<file path="src/rtl/fetch_stage.sv">
// fetch_stage
//   Instruction-fetch stage placed directly in front of the instruction ROM.
//   It owns the PC and drives the ROM enable and address. The ROM returns its
//   big-endian word combinationally in the same cycle, and the stage captures
//   that word into a small fetch queue. The queue head goes to decode as
//   {pc, inst, adel} over a valid/ready handshake.
//
//   A misaligned PC does not read the ROM. Instead it produces a single
//   address-error entry (adel=1, inst=0), and fetch halts until the next
//   redirect.
//
// Parameters
//   RESET_PC  PC loaded on reset
//   DEPTH     fetch-queue entries (power of two, >= 2)
//
// Ports
//   clk, rst                       clock (rising edge), async active-high reset
//   rom_en / rom_addr / rom_inst   ROM read port; rom_addr always equals the PC
//   flush / flush_pc               exception redirect (wins over branch)
//   branch_taken / branch_target   branch redirect
//   id_ready                       decode accepts the head entry
//   id_valid/id_pc/id_inst/id_adel registered queue head presented to decode
module fetch_stage #(
  parameter logic [31:0] RESET_PC = 32'h0000_0000,
  parameter int unsigned DEPTH    = 2
) (
  input  logic        clk,
  input  logic        rst,
  output logic        rom_en,
  output logic [31:0] rom_addr,
  input  logic [31:0] rom_inst,
  input  logic        flush,
  input  logic [31:0] flush_pc,
  input  logic        branch_taken,
  input  logic [31:0] branch_target,
  input  logic        id_ready,
  output logic        id_valid,
  output logic [31:0] id_pc,
  output logic [31:0] id_inst,
  output logic        id_adel
);

  localparam int unsigned AW      = $clog2(DEPTH);
  localparam logic [AW:0] FULL    = (AW+1)'(DEPTH);
  localparam logic [AW-1:0] PTR_1 = AW'(1);
  localparam logic [AW:0] CNT_1   = (AW+1)'(1);

  typedef enum logic {
    RUN  = 1'b0,
    HALT = 1'b1
  } state_t;

  state_t        state, state_nxt;
  logic [31:0]   pc, pc_nxt;

  logic [31:0]   q_pc   [DEPTH];
  logic [31:0]   q_inst [DEPTH];
  logic          q_adel [DEPTH];
  logic [AW-1:0] wr_ptr, rd_ptr;
  logic [AW:0]   count;

  logic          redirect;
  logic [31:0]   target;
  logic          aligned;
  logic          push;
  logic          push_adel;
  logic          pop;

  // ---------------------------------------------------------------------------
  // Redirect selection: an exception flush overrides a branch.
  // ---------------------------------------------------------------------------
  assign redirect = flush | branch_taken;
  assign target   = flush ? flush_pc : branch_target;
  assign aligned  = (pc[1:0] == 2'b00);

  // ---------------------------------------------------------------------------
  // FSM: state register
  // ---------------------------------------------------------------------------
  always_ff @(posedge clk or posedge rst) begin
    if (rst) begin
      state <= RUN;
    end else begin
      state <= state_nxt;
    end
  end

  // ---------------------------------------------------------------------------
  // FSM: next state. A redirect always resumes fetch. Pushing an address-error
  // entry parks the stage in HALT.
  // ---------------------------------------------------------------------------
  always_comb begin
    state_nxt = state;
    if (redirect) begin
      state_nxt = RUN;
    end else if (push_adel) begin
      state_nxt = HALT;
    end
  end

  // ---------------------------------------------------------------------------
  // FSM: outputs. A push is allowed when there is room, or when the head
  // leaves the queue in the same cycle. The push term is gated with rst
  // because reset is asynchronous: the ROM must stay idle while rst is held
  // high, even though the registers already show RUN with an empty queue.
  // ---------------------------------------------------------------------------
  always_comb begin
    push      = 1'b0;
    rom_en    = 1'b0;
    push_adel = 1'b0;
    if (!rst && state == RUN && !redirect &&
        ((count < FULL) || (id_valid && id_ready))) begin
      push = 1'b1;
    end
    rom_en    = push & aligned;
    push_adel = push & ~aligned;
  end

  assign rom_addr = pc;

  // ---------------------------------------------------------------------------
  // Program counter
  // ---------------------------------------------------------------------------
  always_comb begin
    pc_nxt = pc;
    if (redirect) begin
      pc_nxt = target;
    end else if (rom_en) begin
      pc_nxt = pc + 32'd4;
    end
  end

  always_ff @(posedge clk or posedge rst) begin
    if (rst) begin
      pc <= RESET_PC;
    end else begin
      pc <= pc_nxt;
    end
  end

  // ---------------------------------------------------------------------------
  // Fetch queue. On a redirect, the contents are discarded by resetting the
  // pointers and the count; stale storage is never visible because id_valid
  // follows the count. A pop requested during a redirect cycle is ignored,
  // since decode is being flushed anyway.
  // ---------------------------------------------------------------------------
  assign pop = id_valid & id_ready & ~redirect;

  always_ff @(posedge clk or posedge rst) begin
    if (rst) begin
      q_pc   <= '{default: '0};
      q_inst <= '{default: '0};
      q_adel <= '{default: 1'b0};
      wr_ptr <= '0;
      rd_ptr <= '0;
      count  <= '0;
    end else if (redirect) begin
      wr_ptr <= '0;
      rd_ptr <= '0;
      count  <= '0;
    end else begin
      if (push) begin
        q_pc[wr_ptr]   <= pc;
        q_inst[wr_ptr] <= aligned ? rom_inst : '0;
        q_adel[wr_ptr] <= ~aligned;
        wr_ptr         <= wr_ptr + PTR_1;
      end
      if (pop) begin
        rd_ptr <= rd_ptr + PTR_1;
      end
      case ({push, pop})
        2'b10:   count <= count + CNT_1;
        2'b01:   count <= count - CNT_1;
        default: count <= count;
      endcase
    end
  end

  // ---------------------------------------------------------------------------
  // Decode-facing outputs come straight from the head register, so they stay
  // stable while decode stalls.
  // ---------------------------------------------------------------------------
  assign id_valid = (count != '0);
  assign id_pc    = q_pc[rd_ptr];
  assign id_inst  = q_inst[rd_ptr];
  assign id_adel  = q_adel[rd_ptr];

endmodule
</file>
<file path="config.mk">
export PLATFORM = sky130hd
export DESIGN_NAME = fetch_stage
export DESIGN_NICKNAME = d
export VERILOG_FILES = /design/src/rtl/fetch_stage.sv
export SDC_FILE = /design/constraint.sdc
export NUM_CORES = 1
export LEC_CHECK = 0
export ABC_AREA = 1
export CELL_PAD_IN_SITES_DETAIL_PLACEMENT = 0
export CELL_PAD_IN_SITES_GLOBAL_PLACEMENT = 1
export CORE_MARGIN = 2
export CORE_UTILIZATION = 36
export CTS_CLUSTER_SIZE = 24
export DETAILED_ROUTE_END_ITERATION = 7
export PLACE_DENSITY = 0.88
export SLEW_MARGIN = 20
export SYNTH_ARGS = -nofsm -noshare
export SYNTH_HDL_FRONTEND = slang
export SYNTH_SLANG_ARGS = --single-unit
</file>
<file path="constraint.sdc">
create_clock -name clk -period 10.8 [get_ports clk]
set_clock_uncertainty 0.1 [all_clocks]
set_input_delay 2.16 -clock clk [delete_from_list [all_inputs] [get_ports clk]]
set_output_delay 2.16 -clock clk [all_outputs]
set_load 0.005 [all_outputs]
</file>
==> flow_summary.ini <==
[outcome]
status = finished, final reports clean

[clock_network]
clockRootBuffer = clkbuf_16
cts_tree = yes
htreeDepth = 4
cts_sinks = 167
cts.repair.resized = 0
cts_buffers = 17
cts_buffer_depth = 2
clock_latency_ns = 0.43
post_cts_buffers = 0
path_clk_slew_ns = 0.07
cts_hold_buf = 0

[synth]
ys_ff_latch = 167
synth-seq-area-share = 0.477
syn_inst = 1234
yosys_warnings = 0
synth_cell_types = 31
syn_nets = 1336
synth_enable_flop_cells = 0
avgSynthCellArea_sq_um = 7.09
netlist_area_sq_um = 8750
synthArstFlopShare = 1.00
synth-main-ff-cell = dfrtp_1

[cells_and_area]
antennaDiodeCount = 0
areaGrowthSynthToFinish_pct = 32.2
fillers = 2468
layout-drive-gt1-share = 0.0461
nNetsFinal = 1499

[sta]
fmax_ghz = 0.154
worst_pin_slew_ns = 0.892
postLayoutSetupSlackWorst_ns = 4.29
maxSlewHeadroom = 0.405
rsz0062_at_grt = false
setup_tns_ns = 0
period_needed_ns = 6.51
fin_hold_ws_ns = 0.372
fin_crit_sh = 0.603
final-setup-viol-count = 0
hold_violations = 0
final_max_slew_viol_count = 0

[flow_run]
maxCapViolations = 0

[global_route]
grt_pass1_wl_mm = 41.6
globalRouteMet1Util = 0.282
grt_remaining_overflow = 0
met3_usage = 0.0478
use_met2 = 0.313
grt_pass1_vias = 7866
antenna_found_initial = 0
track_usage = 0.203
grt.busiest_layer = met2
grt_max_degree = 73

[power_and_ir_drop]
powerDensity_nw_per_um2 = 163
p_total_mw = 1.88
ir_worst_vdd_uv = 108
p_leak_nw = 5.24

[placement]
port_buffers = 199
dpl.hpwl_mm = 17.7
routabilityCongestion = 0.851
place_ws_ns = 4.28

[route]
drc_errors = 0
vias = 8290
drt_wl_total_mm = 25.5
via_per_inst = 4.78
wl_per_cell_microns = 14.7
drtPass1Iterations = 5
drtIter0Drc = 748
ant_nets = 0

[die]
die_x_microns = 160
core_sq_um = 24100
rows = 57
initial_core_util = 0.363
chipHeight_microns = 160
die-area_sq_um = 25600
ios = 200

[critical_path]
crit_arrival_ns = 4.25
critical_path_class = input pin to primary output
critPathLaunchType = input pin
critical_path_required_ns = 8.54
endpoint_kind = primary output
critPathMaxFanout = 49

[hold_path]
worstHoldPathType = register to register
==> cell type report <==
cell class,instances,area [sq um],share of cell area
sequential,167,4180,0.361
clock inverter,15,183,0.0158
timing repair buffer,209,2110,0.182
tap,324,405,0.0350
multi-input combinational,861,3740,0.323
clock buffer,17,425,0.0368
inverter,141,536,0.0463
==> cells in the final DEF, fill, tap and decap left out, drive strengths merged <==
cell type	n
inv	150
and2	2
clkdlybuf4s50	199
a31oi	1
nand4	7
buf	10
ha	1
nand3	35
o21ai	191
bufinv	2
clkinvlp	3
dfrtp	167
clkbuf	17
xnor2	1
nand2	419
nor3	1
a211oi	1
nor2	159
a21oi	30
xor2	2
o22ai	4
o211ai	7
clkinv	1
==> synthesized netlist by cell type, types with 6 or more instances <==
cell type	number	area, sq um
o211ai_1	7	52.6
a21oi_1	22	110
buf_2	27	135
dfrtp_1	167	4180
clkbuf_1	28	105
nand4_1	6	37.5
nor2_1	154	578
inv_1	138	518
nand3_1	34	170
o21ai_1	31	155
nand2_1	417	1570
a21oi_2	8	70.1
o21ai_0	160	801
==> metrics by stage <==
stage / instance area, sq um / instances / util
2_1_floorplan: 8750 / 1234 / -
3_3_place_gp: 10900 / 1700 / 0.453
3_5_place_dp: 10900 / 1700 / 0.453
4_1_cts: 11500 / 1732 / 0.478
5_1_grt: 11600 / 1734 / 0.480
6_report: 11600 / 1734 / 0.480
==> critical path, stage by stage <==
cell             delay [ns]
clkdlybuf4s50_1        0.47
inv_6                  0.37
nand4_2                0.27
nor2_1                 0.18
buf_4                  0.22
clkdlybuf4s50_1        0.54
==> layer usage <==
layer  share of wire  vias up
met1            0.47     3808
met3           0.064       27
li1                -     4178
met5               0        -
met4           0.018        0
met2            0.44      277
==> kinds of logic after synthesis <==
family / Yosys count / synth area share
flip-flops: 167 / 0.477
XOR/XNOR: 3 / 0.00300
adder cells (fa/ha/maj): 1 / 0.00143
AO/OA/AOI/OAI: 234 / 0.140
buffers and inverters: 206 / 0.0973
AND/OR/NAND/NOR: 623 / 0.281
==> flip-flops by register name (all words and copies together), names as in the netlist <==
name and flops:
count 2, q_adel 2, q_inst 64, q_pc 64, rd_ptr 1, rom_addr 32
state 1, wr_ptr 1
==> report_power, final <==
group / internal [mW] / leakage (nW) / switching [mW] / total, mW
clock network: 0.352 / 0.291 / 0.279 / 0.631
registers: 0.736 / 2.15 / 0.0728 / 0.809
logic: 0.228 / 2.80 / 0.217 / 0.445
total: 1.32 / 5.24 / 0.568 / 1.88
==> worst paths after layout <==
path                       cells after the start  slack (ns)              startpoint                     end
hold / removal                                 2        0.37  q_inst[17]$_DFFE_PP0P_  q_inst[17]$_DFFE_PP0P_
setup reg to reg                               7        8.03    count[1]$_DFFE_PP0P_    q_pc[13]$_DFFE_PP0P_
setup / recovery                               6        4.29                     rst                  rom_en
max in group asynchronous                      3        7.29                     rst      rd_ptr$_DFFE_PP0P_
min in group asynchronous                      2        2.03                     rst    q_pc[35]$_DFFE_PP0P_
hold reg to reg                                2        0.37  q_inst[17]$_DFFE_PP0P_  q_inst[17]$_DFFE_PP0P_
No activity file was read; power rests on OpenSTA's default activity.
